[src/rtl/alu_sequencer.sv]
// alu_sequencer: collects operand A, operand B and an opcode from a byte
// stream, presents them to an external ALU, captures the result and hands
// it to a transmitter. Guards against stalled senders (inter-byte timeout),
// unsupported opcodes and bytes that arrive while a result is in flight.
module alu_sequencer #(
  parameter int NB_DATA = 8,
  parameter int NB_OP   = 6,
  parameter int TIMEOUT = 1000
) (
  input  logic               i_clk,
  input  logic               i_reset,
  input  logic [NB_DATA-1:0] i_rx_data,
  input  logic               i_rx_valid,
  input  logic [NB_DATA-1:0] i_alu_res,
  input  logic               i_tx_done,
  output logic [NB_DATA-1:0] o_alu_a,
  output logic [NB_DATA-1:0] o_alu_b,
  output logic [NB_OP-1:0]   o_alu_op,
  output logic [NB_DATA-1:0] o_tx_data,
  output logic               o_tx_start,
  output logic               o_busy,
  output logic               o_op_err,
  output logic               o_timeout,
  output logic               o_overrun
);

  // Counter only has to reach TIMEOUT-1.
  localparam int NB_CNT = (TIMEOUT > 2) ? $clog2(TIMEOUT) : 1;
  localparam logic [NB_CNT-1:0] CNT_MAX = NB_CNT'(TIMEOUT - 1);

  typedef enum logic [2:0] {
    IDLE    = 3'd0,
    WAIT_B  = 3'd1,
    WAIT_OP = 3'd2,
    EXEC    = 3'd3,
    SEND    = 3'd4
  } state_t;

  state_t              state_q, state_d;
  logic [NB_CNT-1:0]   cnt_q, cnt_d;
  logic [NB_DATA-1:0]  alu_a_q, alu_a_d;
  logic [NB_DATA-1:0]  alu_b_q, alu_b_d;
  logic [NB_OP-1:0]    alu_op_q, alu_op_d;
  logic [NB_DATA-1:0]  tx_data_q, tx_data_d;
  logic                tx_start_q, tx_start_d;
  logic                busy_q, busy_d;
  logic                op_err_q, op_err_d;
  logic                timeout_q, timeout_d;
  logic                overrun_q, overrun_d;

  // MIPS funct codes the external ALU implements.
  function automatic logic op_supported(input logic [NB_OP-1:0] op);
    logic ok;
    case (op)
      NB_OP'(6'b100000): ok = 1'b1; // ADD
      NB_OP'(6'b100010): ok = 1'b1; // SUB
      NB_OP'(6'b100100): ok = 1'b1; // AND
      NB_OP'(6'b100101): ok = 1'b1; // OR
      NB_OP'(6'b100110): ok = 1'b1; // XOR
      NB_OP'(6'b100111): ok = 1'b1; // NOR
      NB_OP'(6'b000010): ok = 1'b1; // SRL
      NB_OP'(6'b000011): ok = 1'b1; // SRA
      default:           ok = 1'b0;
    endcase
    return ok;
  endfunction

  // Next-state and next-output logic; registers hold unless a state loads them.
  always_comb begin
    state_d    = state_q;
    cnt_d      = cnt_q;
    alu_a_d    = alu_a_q;
    alu_b_d    = alu_b_q;
    alu_op_d   = alu_op_q;
    tx_data_d  = tx_data_q;
    tx_start_d = 1'b0;
    op_err_d   = 1'b0;
    timeout_d  = 1'b0;
    overrun_d  = overrun_q;

    case (state_q)
      IDLE: begin
        if (i_rx_valid) begin
          alu_a_d = i_rx_data;
          cnt_d   = '0;
          state_d = WAIT_B;
        end else begin
          cnt_d   = '0;
        end
      end

      WAIT_B: begin
        // An arriving byte always beats an expiring timeout.
        if (i_rx_valid) begin
          alu_b_d = i_rx_data;
          cnt_d   = '0;
          state_d = WAIT_OP;
        end else if (cnt_q == CNT_MAX) begin
          timeout_d = 1'b1;
          cnt_d     = '0;
          state_d   = IDLE;
        end else begin
          cnt_d = cnt_q + NB_CNT'(1);
        end
      end

      WAIT_OP: begin
        if (i_rx_valid) begin
          cnt_d = '0;
          if (op_supported(i_rx_data[NB_OP-1:0])) begin
            alu_op_d = i_rx_data[NB_OP-1:0];
            state_d  = EXEC;
          end else begin
            op_err_d = 1'b1;
            state_d  = IDLE;
          end
        end else if (cnt_q == CNT_MAX) begin
          timeout_d = 1'b1;
          cnt_d     = '0;
          state_d   = IDLE;
        end else begin
          cnt_d = cnt_q + NB_CNT'(1);
        end
      end

      EXEC: begin
        // ALU has had a full cycle on the registered operands.
        tx_data_d  = i_alu_res;
        tx_start_d = 1'b1;
        state_d    = SEND;
        if (i_rx_valid) begin
          overrun_d = 1'b1;
        end else begin
          overrun_d = overrun_q;
        end
      end

      SEND: begin
        // No backpressure: a byte here is lost, even alongside tx_done.
        if (i_rx_valid) begin
          overrun_d = 1'b1;
        end else begin
          overrun_d = overrun_q;
        end
        if (i_tx_done) begin
          state_d = IDLE;
        end else begin
          state_d = SEND;
        end
      end

      default: begin
        state_d = IDLE;
        cnt_d   = '0;
      end
    endcase

    busy_d = (state_d != IDLE);
  end

  // State and output registers with synchronous reset.
  always_ff @(posedge i_clk) begin
    if (i_reset) begin
      state_q    <= IDLE;
      cnt_q      <= '0;
      alu_a_q    <= '0;
      alu_b_q    <= '0;
      alu_op_q   <= '0;
      tx_data_q  <= '0;
      tx_start_q <= 1'b0;
      busy_q     <= 1'b0;
      op_err_q   <= 1'b0;
      timeout_q  <= 1'b0;
      overrun_q  <= 1'b0;
    end else begin
      state_q    <= state_d;
      cnt_q      <= cnt_d;
      alu_a_q    <= alu_a_d;
      alu_b_q    <= alu_b_d;
      alu_op_q   <= alu_op_d;
      tx_data_q  <= tx_data_d;
      tx_start_q <= tx_start_d;
      busy_q     <= busy_d;
      op_err_q   <= op_err_d;
      timeout_q  <= timeout_d;
      overrun_q  <= overrun_d;
    end
  end

  assign o_alu_a    = alu_a_q;
  assign o_alu_b    = alu_b_q;
  assign o_alu_op   = alu_op_q;
  assign o_tx_data  = tx_data_q;
  assign o_tx_start = tx_start_q;
  assign o_busy     = busy_q;
  assign o_op_err   = op_err_q;
  assign o_timeout  = timeout_q;
  assign o_overrun  = overrun_q;

endmodule

[config.mk]
export PLATFORM = sky130hd
export DESIGN_NAME = alu_sequencer
export DESIGN_NICKNAME = d
export VERILOG_FILES = /design/src/rtl/alu_sequencer.sv
export SDC_FILE = /design/constraint.sdc
export NUM_CORES = 1
export LEC_CHECK = 0
export BUFFER_PORTS_ARGS = -buffer_cell sky130_fd_sc_hd__buf_4
export CORE_MARGIN = 1
export CORE_UTILIZATION = 50
export CTS_BUF_LIST = sky130_fd_sc_hd__clkbuf_8 sky130_fd_sc_hd__clkbuf_16
export DETAILED_ROUTE_END_ITERATION = 10
export PLACE_DENSITY = 0.77
export SYNTH_ARGS = -nofsm -noshare
export SYNTH_HDL_FRONTEND = slang
export SYNTH_SLANG_ARGS = --single-unit
[constraint.sdc]
create_clock -name i_clk -period 2.25 [get_ports i_clk]
set_clock_uncertainty 0.15 [all_clocks]
set_input_delay 0.225 -clock i_clk [delete_from_list [all_inputs] [get_ports i_clk]]
set_output_delay 0.225 -clock i_clk [all_outputs]
set_load 0.02 [all_outputs]
# After elaboration in Yosys (flattened, before gate mapping)
# Cells that the tools add are included.
# Widths: inputs -> output; s select.
# totals
reg_bits,48
output_inout_bits,35
# classes
add_sub_neg,1
eq_ne,13
muxes,16
n_bitwise,3
n_reduce_logical,11
# op_table
cell,n
$eq 6x6->1 const B,6
$mux 10,2
$pmux 10 s2,1
$mux 3,5
$pmux 3 s5,1
$eq 6x2->1 const B,2
$add 10x1->10 const B,1
$eq 10x10->1 const B,1
$reduce_or 8->1,1
$eq 3x2->1 const B,2
$mux 1,6
$reduce_and 2->1,3
$reduce_or 3->1,2
$reduce_or 2->1,2
$eq 3x1->1 const B,1
$eq 3x3->1 const B,1
$logic_not 3->1,1
$not 1->1,3
$reduce_and 3->1,1
$reduce_bool 3->1,1
$mux 2,1

# Logic depth before layout (Yosys ltp)
# Gate-level depths: netlist (run 1).
# logic_depth
word_depth,9
mapped_depth,7
depth_no_buf,6

# Worst setup path after synthesis (run 1)
# Ideal clock, no wire load.
# synth_path
kind,register -> register
from,reg cnt_q[0]
to,reg cnt_q[4]
setup_time_ns,0.118
arrival_time_ns,1.594
t_required_ns,1.982
path_slack_ns,0.388
stages_incl_launch_ff,8
n_path_buf,1
period_less_slack_ns,1.862
path_cell_list,dfxtp_1 -> ha_1 -> nand2_1 -> or4b_4 -> and2_4 -> buf_6 -> o21bai_4 -> nor2_1
# synth_via
elab_chain_cells,4
# synth_rtl
element,line_no,source
"start, declared",40,"logic [NB_CNT-1:0] cnt_q, cnt_d;"
"start signal, assigned",177,cnt_q <= cnt_d;
$add 10x1->10 / $eq 10x10->1 (equally long branches),--,
$mux 10 (*),"98, 117",
$mux 10 (*),94,if (i_rx_valid) begin
$pmux 10 s2 (*),81,case (state_q)
# Every way passes the cells marked *; elsewhere a longest branch is shown, timed or not.
# A chain may end at the register's enable or synchronous reset.

# Worst setup path in the final report (run 1)
# layout_path
from,reg cnt_q[1]
to,reg busy_q (netlist: o_busy)
# layout_via
elab_chain_cells,5
# layout_rtl
element,line_no,source
$eq 10x10->1 (*),"98, 117",
$mux 3 (*),"98, 117",
$mux 3 (on tied branches),"108, 94",
$pmux 3 s5 (*),81,
$reduce_bool 3->1 (*),158,busy_d = (state_d != IDLE);
"end signal, assigned",183,busy_q <= busy_d;
"end, declared",46,"logic busy_q, busy_d;"
# Marked as above.

==> results.md, run 1 <==
* Result of the run: completed
* Library cells used by synthesis at 40
* Number of buffers added for setup after CTS at 0
* Vias at roughly 1700
* Crit path max-delay family: simple AND/OR/NAND/NOR gates
* Layout cells sized above 1 at a little over a quarter
* Design area at between 2000 and 2500 sq um
* Post-synthesis to final-layout area growth at 28.2%
* Comb pwr share at approximately a tenth
* Cell-internal power at between 1000 and 1500 uW
* Number of H-tree levels at 2
* Cell type with the highest aggregate area in the netlist: sky130_fd_sc_hd__dfxtp_1
* Cells traversed along the worst timing path: ha_1 > nand2_1 > or4b_4 > o22a_2 > a21oi_1 > o22ai_1
* Count of yosys warnings during synthesis at 0
* Initial Util at between 50% and 60%
* Clock transition at the registers of the reported paths at around 0.080 ns
* HPWL after detailed placement at approximately 2.7 mm
* Crit path max fanout at 4
* Total die area at 4140 sq um
* Vias in the first global route at around 1600
* Most repeated cell in the gate-level netlist after synthesis: sky130_fd_sc_hd__dfxtp_1
* Ratio of routed vias to standard cells at between 5 and 6
* DRC violation count after routing at 0
* Tightest Hold Check Type: input pin to flop
* Number of antenna violations at the first check in global routing at 0
* Number of nets in the layout at slightly below 300
* Critical path launch point type: flop
* Final min period at roughly 1.9 ns
* Avg Inst Size Synth at between 8 and 9 sq um
* Capturing element type of the critical path: flop
* Clock tree root driver cell: sky130_fd_sc_hd__clkbuf_8
* Pin count of the biggest net entering global routing at 44
* Number of buffers created by CTS at 5
* CTS tree: done
* Count of port buffers added during placement at 54
* Number of synthesized register bits at 48
* Congestion Overflow GR at 0
* Power per cell area at 716 nW/um^2
* Number of sinks on the clock net at 48
* Total global routing track utilization at a little over a fifth
* Share of total power consumed by net switching at ~22%
* Wire length of the first global-routing pass at 6.91 mm
* Cell type of the slowest stage on the worst timing path: sky130_fd_sc_hd__or4b_4
* Final cycle utilization of the critical path at between 80 and 90%
* Total count of max-transition violations in the final report at 0
* First-pass iteration count of the detailed router at 4
* Finish-stage setup viols at 0
* Power share of the sequential group at 49.8%
* Net Sw Power at roughly 400 uW
* Tightest Pin Transition at approximately 0.45 ns
* Worst path required time at 2.27 ns
* Post-synth top flop: sky130_fd_sc_hd__dfxtp_1
* Die width at about 64 microns
* Final GP Congestion at 0.872
* Antenna Diode Count at 0
* Number of cell rows at 22
* Worst path buffer plus inverter count at 0
* Share of flip-flops with an asynchronous set or reset at 0%
* Violation count after the first detailed-routing iteration at around 160
* Worst-case vdd ir drop at 0.494 mV
* Post-CTS sizing at 0
* Setup repair after global routing missed its margin: no
* Vertical die dimension at ~64 microns
* Relative slew slack at ~70%
* CTS hold repair buffers at 0
* List of most frequent post-synthesis cells: sky130_fd_sc_hd__dfxtp_1 (48), sky130_fd_sc_hd__nand2_1 (41), sky130_fd_sc_hd__nor2_1 (29)
* Leakage at 0.00110 uW
* Max-cap viol count at 0
* Top cells by area in the synthesized netlist: sky130_fd_sc_hd__dfxtp_1 (49%), sky130_fd_sc_hd__nand2_1 (7.9%), sky130_fd_sc_hd__mux2i_1 (6.7%)
* Post-synth EDFFs at 0
* Average wire per standard cell at 12.4 microns
* Core region area at ~3700 sq um
* Highest cell delay on the worst timing path at 0.52 ns
* Wire length reported by the detailed router at slightly below 4 mm
* Share of the yosys chip area belonging to registers at roughly half
* Post-DRT Antenna Nets at 0
* Instance count of the mapped netlist at 220
* Achievable Freq at roughly 530 MHz
* Accumulated negative setup slack at 0 ns
* Source-to-sink clock delay at the later pin of the worst-skew pair at approximately 0.30 ns
* Post-Synthesis Cell Area at 1940 sq um
* Share of Yosys cell area claimed by the top area cell type at between 40% and 50%
* Setup slack on the worst flop-to-flop path at between 0.3 and 0.4 ns
* Clock Path Buffers at 2
* Signal arrival time at the worst endpoint at 1.92 ns
* Post-DP Area at roughly 2400 sq um
* Clock power share at 40.0%
* Top-Level Pins at between 50 and 60
* Hold Violations, Final at 0
* Category of the critical setup timing path: flop to flop
* Synthesized net count at 241
-- kinds of logic after synthesis --
logic type                 Yosys count  share of synthesized area [%]
xor gates and xnor gates             5                           2.26
muxes                               13                           6.70
buffers and inverters               15                           3.74
and+or+nand+nor                    101                           25.5
DFF                                 48                           49.5
adders and majority gates            1                          0.644
AOI/OAI and AO/OA                   37                           11.7
-- power by group through the flow --
stage	Sequential, uW	Combinational (uW)	Clock (uW)
final	887	183	712
after global routing	890	199	768
after detailed placement	906	182	0
after floorplan	927	88.0	0
after CTS	886	183	722
after global placement	906	181	0
-- worst min-delay path: stages --
cell and delay [ns]:
sky130_fd_sc_hd__buf_4 0.07, sky130_fd_sc_hd__mux2i_1 0.05, sky130_fd_sc_hd__nor2_1 0.07
-- metrics by stage --
stage | power [uW] | setup slack (ns) | utilization, % | cells | hold slack (ns)
CTS | 1790 | 0.350 | 67.5 | 319 | 0.00101
global route | 1860 | 0.246 | 67.5 | 319 | 0.00394
global placement | 1090 | 0.394 | 64.0 | 312 | 0.294
detailed placement | 1090 | 0.359 | 64.0 | 312 | 0.299
floorplan | 1010 | 0.388 | - | 220 | 0.211
finish | 1780 | 0.349 | 67.5 | 319 | 0.00515
-- cell usage in the layout (no fill, tap or decap), drive strengths merged, types with 2 or more instances in the layout --
cell type | netlist | routed
o21bai | 2 | 2
nor2 | 29 | 29
nand4 | 2 | 2
a21oi | 24 | 24
and3b | 2 | 2
buf | 5 | 56
mux2i | 13 | 13
xnor2 | 4 | 4
nand3b | 3 | 3
bufinv | 0 | 2
nand2 | 41 | 41
or3 | 3 | 3
o21ai | 3 | 3
clkbuf | 7 | 5
nor3 | 2 | 2
and2 | 3 | 3
nor3b | 3 | 3
nand3 | 4 | 4
nand2b | 2 | 2
inv | 3 | 3
dfxtp | 48 | 48
nor4 | 3 | 3
-- state kept, by name, indices dropped and copies added (netlist names) --
register / flops
o_tx_start: 1
o_op_err: 1
o_alu_b: 8
o_alu_a: 8
o_tx_data: 8
o_busy: 1
state_q: 3
o_timeout: 1
o_overrun: 1
o_alu_op: 6
cnt_q: 10
-- metal layers --
layer | share of wire (%) | track usage [%] | vias to the layer above | wire, microns
met4 | 1.3 | 6.11 | 0 | 50
met5 | 0 | 0 | - | 0
met3 | 6.8 | 6.79 | 6 | 270
li1 | - | - | 845 | -
met1 | 48 | 28.2 | 744 | 1900
met2 | 44 | 32.9 | 55 | 1740
-- final timing paths --
path,startpoint,to,cells after the start
worst max-delay path,cnt_q[1]$_SDFFE_PP0P_,o_busy$_SDFF_PP0_,6
worst min-delay path,i_alu_res[2],o_tx_data[2]$_SDFFE_PP0P_,3
worst max register to register,cnt_q[1]$_SDFFE_PP0P_,o_busy$_SDFF_PP0_,6
worst min register to register,o_alu_b[7]$_SDFFE_PP0P_,o_alu_b[7]$_SDFFE_PP0P_,2
-- cell type report --
class | instances | area, sq um
clock inverters | 2 | 60.1
clock buffers | 5 | 68.8
fillers | 326 | 1200
repair buffers | 56 | 420
flip-flops and latches | 48 | 961
inverters | 3 | 11.3
well taps | 48 | 60.1
multi-input cells | 157 | 908
(Power assumes the default switching activity.)
==> run 2: changes to the inputs <==
==> constraint.sdc (replaced) <==
create_clock -name i_clk -period 1.85 [get_ports i_clk]
set_clock_uncertainty 0.15 [all_clocks]
set_input_delay 0.185 -clock i_clk [delete_from_list [all_inputs] [get_ports i_clk]]
set_output_delay 0.185 -clock i_clk [all_outputs]
set_load 0.02 [all_outputs]
==> results.md, run 2 (synthesis gave the netlist of run 1 again) <==
* Final WS setup at 0.0263 ns (was 0.349 ns)
* Most flop-heavy register: cnt_q (unchanged)
* Clock transition at the registers of the reported paths at 0.09 ns (was 0.08 ns)
* Vertical die dimension at 64.3 microns (unchanged)
* Setup repair after global routing missed its margin: yes (was no)
* Pre-CTS setup slack at 0.0333 ns (was 0.359 ns)
* Setup slack on the worst flop-to-flop path at 0.03 ns (was 0.35 ns)
* Final cycle utilization of the critical path at 98.6% (was 84.5%)
* Worst-case vdd ir drop at 0.580 mV (was 0.494 mV)
* Number of buffers created by CTS at 5 (unchanged)
* Relative slew slack at 70.3% (was 69.8%)
* Result of the run: completed (unchanged)
* Power consumption at 1970 uW (was 1780 uW)
* Total global routing track utilization at 24.5% (was 21.3%)
* Max-cap viol count at 0 (unchanged)
* DRC violation count after routing at 0 (unchanged)
* Leakage at 0.00121 uW (was 0.00110 uW)
* Number of antenna violations at the first check in global routing at 0 (unchanged)
* HPWL after detailed placement at 2.95 mm (was 2.74 mm)
* Tightest Pin Transition at 0.445 ns (was 0.452 ns)
* Most frequent cells in the layout: sky130_fd_sc_hd__buf_4 (65), sky130_fd_sc_hd__dfxtp_1 (45), sky130_fd_sc_hd__nand2_1 (39) (was sky130_fd_sc_hd__buf_4 (56), sky130_fd_sc_hd__dfxtp_1 (48), sky130_fd_sc_hd__nand2_1 (41))
* Congestion Overflow GR at 0 (unchanged)
* Clock tree root driver cell: sky130_fd_sc_hd__clkbuf_8 (unchanged)
* Hold Violations, Final at 0 (unchanged)
* Wire length reported by the detailed router at 4.56 mm (was 3.96 mm)
* Pin count of the biggest net entering global routing at 44 (unchanged)
* Hold WS at 0.00367 ns (was 0.00515 ns)
* Max reg flops at 10 (unchanged)
* Post-DRT Antenna Nets at 0 (unchanged)
* Worst path required time at 1.89 ns (was 2.27 ns)
* Number of cell rows at 22 (unchanged)
* Critical path launch point type: flop (unchanged)
* Violation count after the first detailed-routing iteration at 128 (was 156)
* Layout cells sized above 1 at 30.3% (was 26.6%)
* Core region area at 3690 sq um (unchanged)
* Most common cell after layout, fill and taps aside: sky130_fd_sc_hd__buf_4 (unchanged)
* Number of H-tree levels at 2 (unchanged)
* Utilization after layout at 72.9% (was 67.5%)
* First-pass iteration count of the detailed router at 4 (unchanged)
* Vias at 1754 (was 1650)
* Final GP Congestion at 0.892 (was 0.872)
* Average wire per standard cell at 13.3 microns (was 12.4 microns)
* Die width at 64.3 microns (unchanged)
* Crit path max-delay family: simple AND/OR/NAND/NOR gates (unchanged)
* Number of sinks on the clock net at 48 (unchanged)
* Final Instance Count excl. Fillers at 342 (was 319)
* Top-Level Pins at 55 (unchanged)
* Worst path buffer plus inverter count at 0 (unchanged)
* Placed cell count at 320 (was 312)
* Cell type of the slowest stage on the worst timing path: sky130_fd_sc_hd__or4b_4 (unchanged)
* Antenna Diode Count at 0 (unchanged)
* Power per cell area at 733 nW/um^2 (was 716 nW/um^2)
* Crit path max fanout at 6 (was 4)
* Wire length of the first global-routing pass at 7.73 mm (was 6.91 mm)
* CTS tree: done (unchanged)
* Signal arrival time at the worst endpoint at 1.86 ns (was 1.92 ns)
* Clock Path Buffers at 2 (unchanged)
* Capturing element type of the critical path: flop (unchanged)
* Final min period at 1.82 ns (was 1.90 ns)
* Highest cell delay on the worst timing path at 0.56 ns (was 0.52 ns)
* Source-to-sink clock delay at the later pin of the worst-skew pair at 0.30 ns (about the same)
* Total count of max-transition violations in the final report at 0 (unchanged)
* Count of port buffers added during placement at 54 (unchanged)
* Initial Util at 52.6% (unchanged)
* Total die area at 4140 sq um (unchanged)
* Finish-stage setup viols at 0 (unchanged)
* Number of nets in the layout at 314 (was 292)
* Vias in the first global route at 1704 (was 1583)
* Post-synthesis to final-layout area growth at 38.5% (was 28.2%)
* Ratio of routed vias to standard cells at 5.13 (was 5.17)
* Cells traversed along the worst timing path: ha_4 > nand2_4 > or4b_4 > and2_4 > o21bai_4 > nor2_1 (was ha_1 > nand2_1 > or4b_4 > o22a_2 > a21oi_1 > o22ai_1)
* Category of the critical setup timing path: flop to flop (unchanged)
* Tightest Hold Check Type: input pin to flop (unchanged)
* Achievable Freq at 548 MHz (was 526 MHz)
-- run 2: cell type report --
type	instances	area, sq um
inverter	3	11.3
sequential	48	970
tap	48	60.1
timing repair buffer	78	618
clock inverter	2	11.3
clock buffer	6	82.6
fill	269	1000
multi-input combinational	157	936
-- run 2: final timing paths --
path | depth (start not counted) | to | start
max | 6 | cnt_q[9]$_SDFFE_PP0P_ | cnt_q[1]$_SDFFE_PP0P_
min | 3 | o_alu_op[2]$_SDFFE_PP0P_ | i_rx_data[2]
max reg2reg | 6 | cnt_q[9]$_SDFFE_PP0P_ | cnt_q[1]$_SDFFE_PP0P_
min reg2reg | 2 | o_alu_a[1]$_SDFFE_PP0P_ | o_alu_a[1]$_SDFFE_PP0P_
-- run 2: metal layers --
metal / vias to the layer above / part of all wire [%] / GRT usage (%)
met1: 792 / 42 / 31.5
met5: - / 0 / 0
met4: 0 / 1.8 / 8.89
met2: 65 / 48 / 38.0
li1: 888 / - / -
met3: 9 / 7.7 / 7.86
-- run 2: worst reg2reg max path, stage by stage, from the launching register on --
cell                       delay, ns
sky130_fd_sc_hd__dfxtp_4        0.38
sky130_fd_sc_hd__ha_4           0.15
sky130_fd_sc_hd__nand2_4        0.05
sky130_fd_sc_hd__or4b_4         0.56
sky130_fd_sc_hd__and2_4         0.19
sky130_fd_sc_hd__o21bai_4       0.16
sky130_fd_sc_hd__nor2_1         0.07
-- run 2: through the flow --
| step | TNS [ns] | cell area [sq um] |
|---|---|---|
| 2_1_floorplan | 0 | 1950 |
| 3_3_place_gp | 0 | 2430 |
| 3_5_place_dp | 0 | 2430 |
| 4_1_cts | 0 | 2650 |
| 5_1_grt | -0.177 | 2690 |
| 6_report | 0 | 2690 |
-- run 2: report_power, final --
part / internal (uW) / total (uW) / switching, uW
clock network: 298 / 637 / 339
logic: 122 / 259 / 137
registers: 1060 / 1070 / 16.2
-- run 2: what timing repair did --
item / 4_1_cts / 5_1_grt
resized for setup: 0 / 9
hold buffers: 13 / 0
endpoints found under the hold margin: 16 / 0
setup endpoints to repair: 0 / 19
setup buffers: 0 / 1
==> run 3: changes to the inputs <==
==> constraint.sdc (replaced) <==
create_clock -name i_clk -period 1.9 [get_ports i_clk]
set_clock_uncertainty 0.15 [all_clocks]
set_input_delay 0.19 -clock i_clk [delete_from_list [all_inputs] [get_ports i_clk]]
set_output_delay 0.19 -clock i_clk [all_outputs]
set_load 0.02 [all_outputs]
==> results.md, run 3 (synthesis gave the netlist of run 1 again) <==
* Result of the run: completed (unchanged)
* Setup repair after global routing missed its margin: yes (unchanged)
* Critical path launch point type: flop (unchanged)
* Total global routing track utilization at 23.5% (was 24.5%)
* Source-to-sink clock delay at the later pin of the worst-skew pair at 0.30 ns (about the same)
* Number of nets in the layout at 311 (was 314)
* Layout cells sized above 1 at 28.9% (was 30.3%)
* Number of sinks on the clock net at 48 (unchanged)
* Max reg flops at 10 (unchanged)
* Top-Level Pins at 55 (unchanged)
* Tightest Hold Check Type: input pin to flop (unchanged)
* Die width at 64.3 microns (unchanged)
* Hold Violations, Final at 0 (unchanged)
* Cell-internal power at 1540 uW (was 1480 uW)
* Cells traversed along the worst timing path: ha_1 > nand2_1 > or4b_4 > and2_4 > mux2i_1 > nor2_1 (was ha_4 > nand2_4 > or4b_4 > and2_4 > o21bai_4 > nor2_1)
* Clock power share at 36.2% (was 32.3%)
* Highest cell delay on the worst timing path at 0.52 ns (was 0.56 ns)
* Antenna Diode Count at 0 (unchanged)
* Vias in the first global route at 1709 (was 1704)
* Clock tree root driver cell: sky130_fd_sc_hd__clkbuf_8 (unchanged)
* Leakage at 0.00118 uW (was 0.00121 uW)
* Most frequent cells in the layout: sky130_fd_sc_hd__buf_4 (63), sky130_fd_sc_hd__dfxtp_1 (45), sky130_fd_sc_hd__nand2_1 (41) (was sky130_fd_sc_hd__buf_4 (65), sky130_fd_sc_hd__dfxtp_1 (45), sky130_fd_sc_hd__nand2_1 (39))
* Clock Path Buffers at 2 (unchanged)
* Relative slew slack at 69.7% (was 70.3%)
* Most common cell after layout, fill and taps aside: sky130_fd_sc_hd__buf_4 (unchanged)
* Wire length reported by the detailed router at 4.53 mm (was 4.56 mm)
* Pin count of the biggest net entering global routing at 44 (unchanged)
* Crit path max fanout at 6 (unchanged)
* Worst path required time at 1.92 ns (was 1.89 ns)
* Number of buffers created by CTS at 5 (unchanged)
* Max-cap viol count at 0 (unchanged)
* DRC violation count after routing at 0 (unchanged)
* Utilization after layout at 71.8% (was 72.9%)
* Initial Util at 52.6% (unchanged)
* Number of cell rows at 22 (unchanged)
* Share of total power consumed by net switching at 24.3% (was 25.0%)
* Capturing element type of the critical path: flop (unchanged)
* Net Sw Power at 494 uW (was 492 uW)
* Achievable Freq at 551 MHz (was 548 MHz)
* First-pass iteration count of the detailed router at 5 (was 4)
* Number of antenna violations at the first check in global routing at 0 (unchanged)
* Congestion Overflow GR at 0 (unchanged)
* Total die area at 4140 sq um (unchanged)
* Ratio of routed vias to standard cells at 5.18 (was 5.13)
* Number of H-tree levels at 2 (unchanged)
* Violation count after the first detailed-routing iteration at 64 (was 128)
* Post-synthesis to final-layout area growth at 36.5% (was 38.5%)
* Final min period at 1.81 ns (was 1.82 ns)
* Tightest Pin Transition at 0.454 ns (was 0.445 ns)
* Post-DRT Antenna Nets at 0 (unchanged)
* CTS tree: done (unchanged)
* Average wire per standard cell at 13.4 microns (was 13.3 microns)
* HPWL after detailed placement at 2.94 mm (was 2.95 mm)
* Hold WS at 0.00442 ns (was 0.00367 ns)
* Cell type of the slowest stage on the worst timing path: sky130_fd_sc_hd__or4b_4 (unchanged)
* Vias at 1756 (was 1754)
* Final cycle utilization of the critical path at 95.5% (was 98.6%)
* Finish-stage setup viols at 0 (unchanged)
* Count of port buffers added during placement at 54 (unchanged)
* Power per cell area at 768 nW/um^2 (was 733 nW/um^2)
* Worst-case vdd ir drop at 0.548 mV (was 0.580 mV)
* Vertical die dimension at 64.3 microns (unchanged)
* Clock transition at the registers of the reported paths at 0.09 ns (about the same)
* Wire length of the first global-routing pass at 7.59 mm (was 7.73 mm)
* Total count of max-transition violations in the final report at 0 (unchanged)
* Core region area at 3690 sq um (unchanged)
* Power share of the sequential group at 51.5% (was 54.5%)
* Category of the critical setup timing path: flop to flop (unchanged)
* Comb pwr share at 12.3% (was 13.1%)
* Most flop-heavy register: cnt_q (unchanged)
* Final GP Congestion at 0.863 (was 0.892)
* Signal arrival time at the worst endpoint at 1.83 ns (was 1.86 ns)
run 3: layout make-up:
cell class | count | area, sq um
fill | 283 | 1040
sequential | 48 | 965
multi-input combinational | 157 | 910
timing repair buffer | 75 | 593
clock buffer | 5 | 68.8
tap | 48 | 60.1
clock inverter | 3 | 42.5
inverter | 3 | 11.3
run 3: path summary, 6_finish.rpt:
kind / start / end / slack [ns] / cells past startpoint
worst min-delay path: i_rx_data[2] / o_alu_a[2]$_SDFFE_PP0P_ / 0.004 / 3
worst max-delay path: cnt_q[1]$_SDFFE_PP0P_ / cnt_q[0]$_SDFFE_PP0P_ / 0.09 / 6
worst max register to register: cnt_q[1]$_SDFFE_PP0P_ / cnt_q[0]$_SDFFE_PP0P_ / 0.09 / 6
worst min register to register: o_alu_a[1]$_SDFFE_PP0P_ / o_alu_a[1]$_SDFFE_PP0P_ / 0.31 / 2
run 3: stage by stage:
| step | cell area (sq um) | worst slack [ns] | power (uW) | instances | TNS (ns) |
|---|---|---|---|---|---|
| 2_1_floorplan | 1940 | 0.0382 | 1200 | 220 | 0 |
| 3_3_place_gp | 2410 | 0.114 | 1300 | 318 | 0 |
| 3_5_place_dp | 2410 | 0.0484 | 1300 | 318 | 0 |
| 4_1_cts | 2640 | 0.0271 | 2040 | 338 | 0 |
| 5_1_grt | 2650 | -0.00168 | 2110 | 339 | -0.00168 |
| 6_report | 2650 | 0.0861 | 2040 | 339 | 0 |
run 3: metal layers:
layer  track usage [%]  wire length (microns)
met2              38.2                   2070
met5                 0                      0
met3              7.86                    298
met1              30.2                   2120
met4              5.00                     45
run 3: worst max-delay path, delay by kind of cell (launching register included):
| family | cells | cell delay, ns |
|---|---|---|
| simple gates | 4 | 0.88 |
| mux | 1 | 0.15 |
| fa+ha+maj | 1 | 0.16 |
| flops | 1 | 0.35 |
run 3: repair_timing:
action,CTS,global route
hold buffers,12,0
resized for setup,0,4
hold endpoints to repair,16,0
setup endpoints to repair,0,14
setup buffers,0,1
run 3: power groups by stage:
stage	registers (uW)	logic [uW]	clock network [uW]
after global routing	1050	272	785
final	1050	251	736
after detailed placement	1070	227	0
after CTS	1050	247	745
after global placement	1070	226	0
after floorplan	1100	104	0
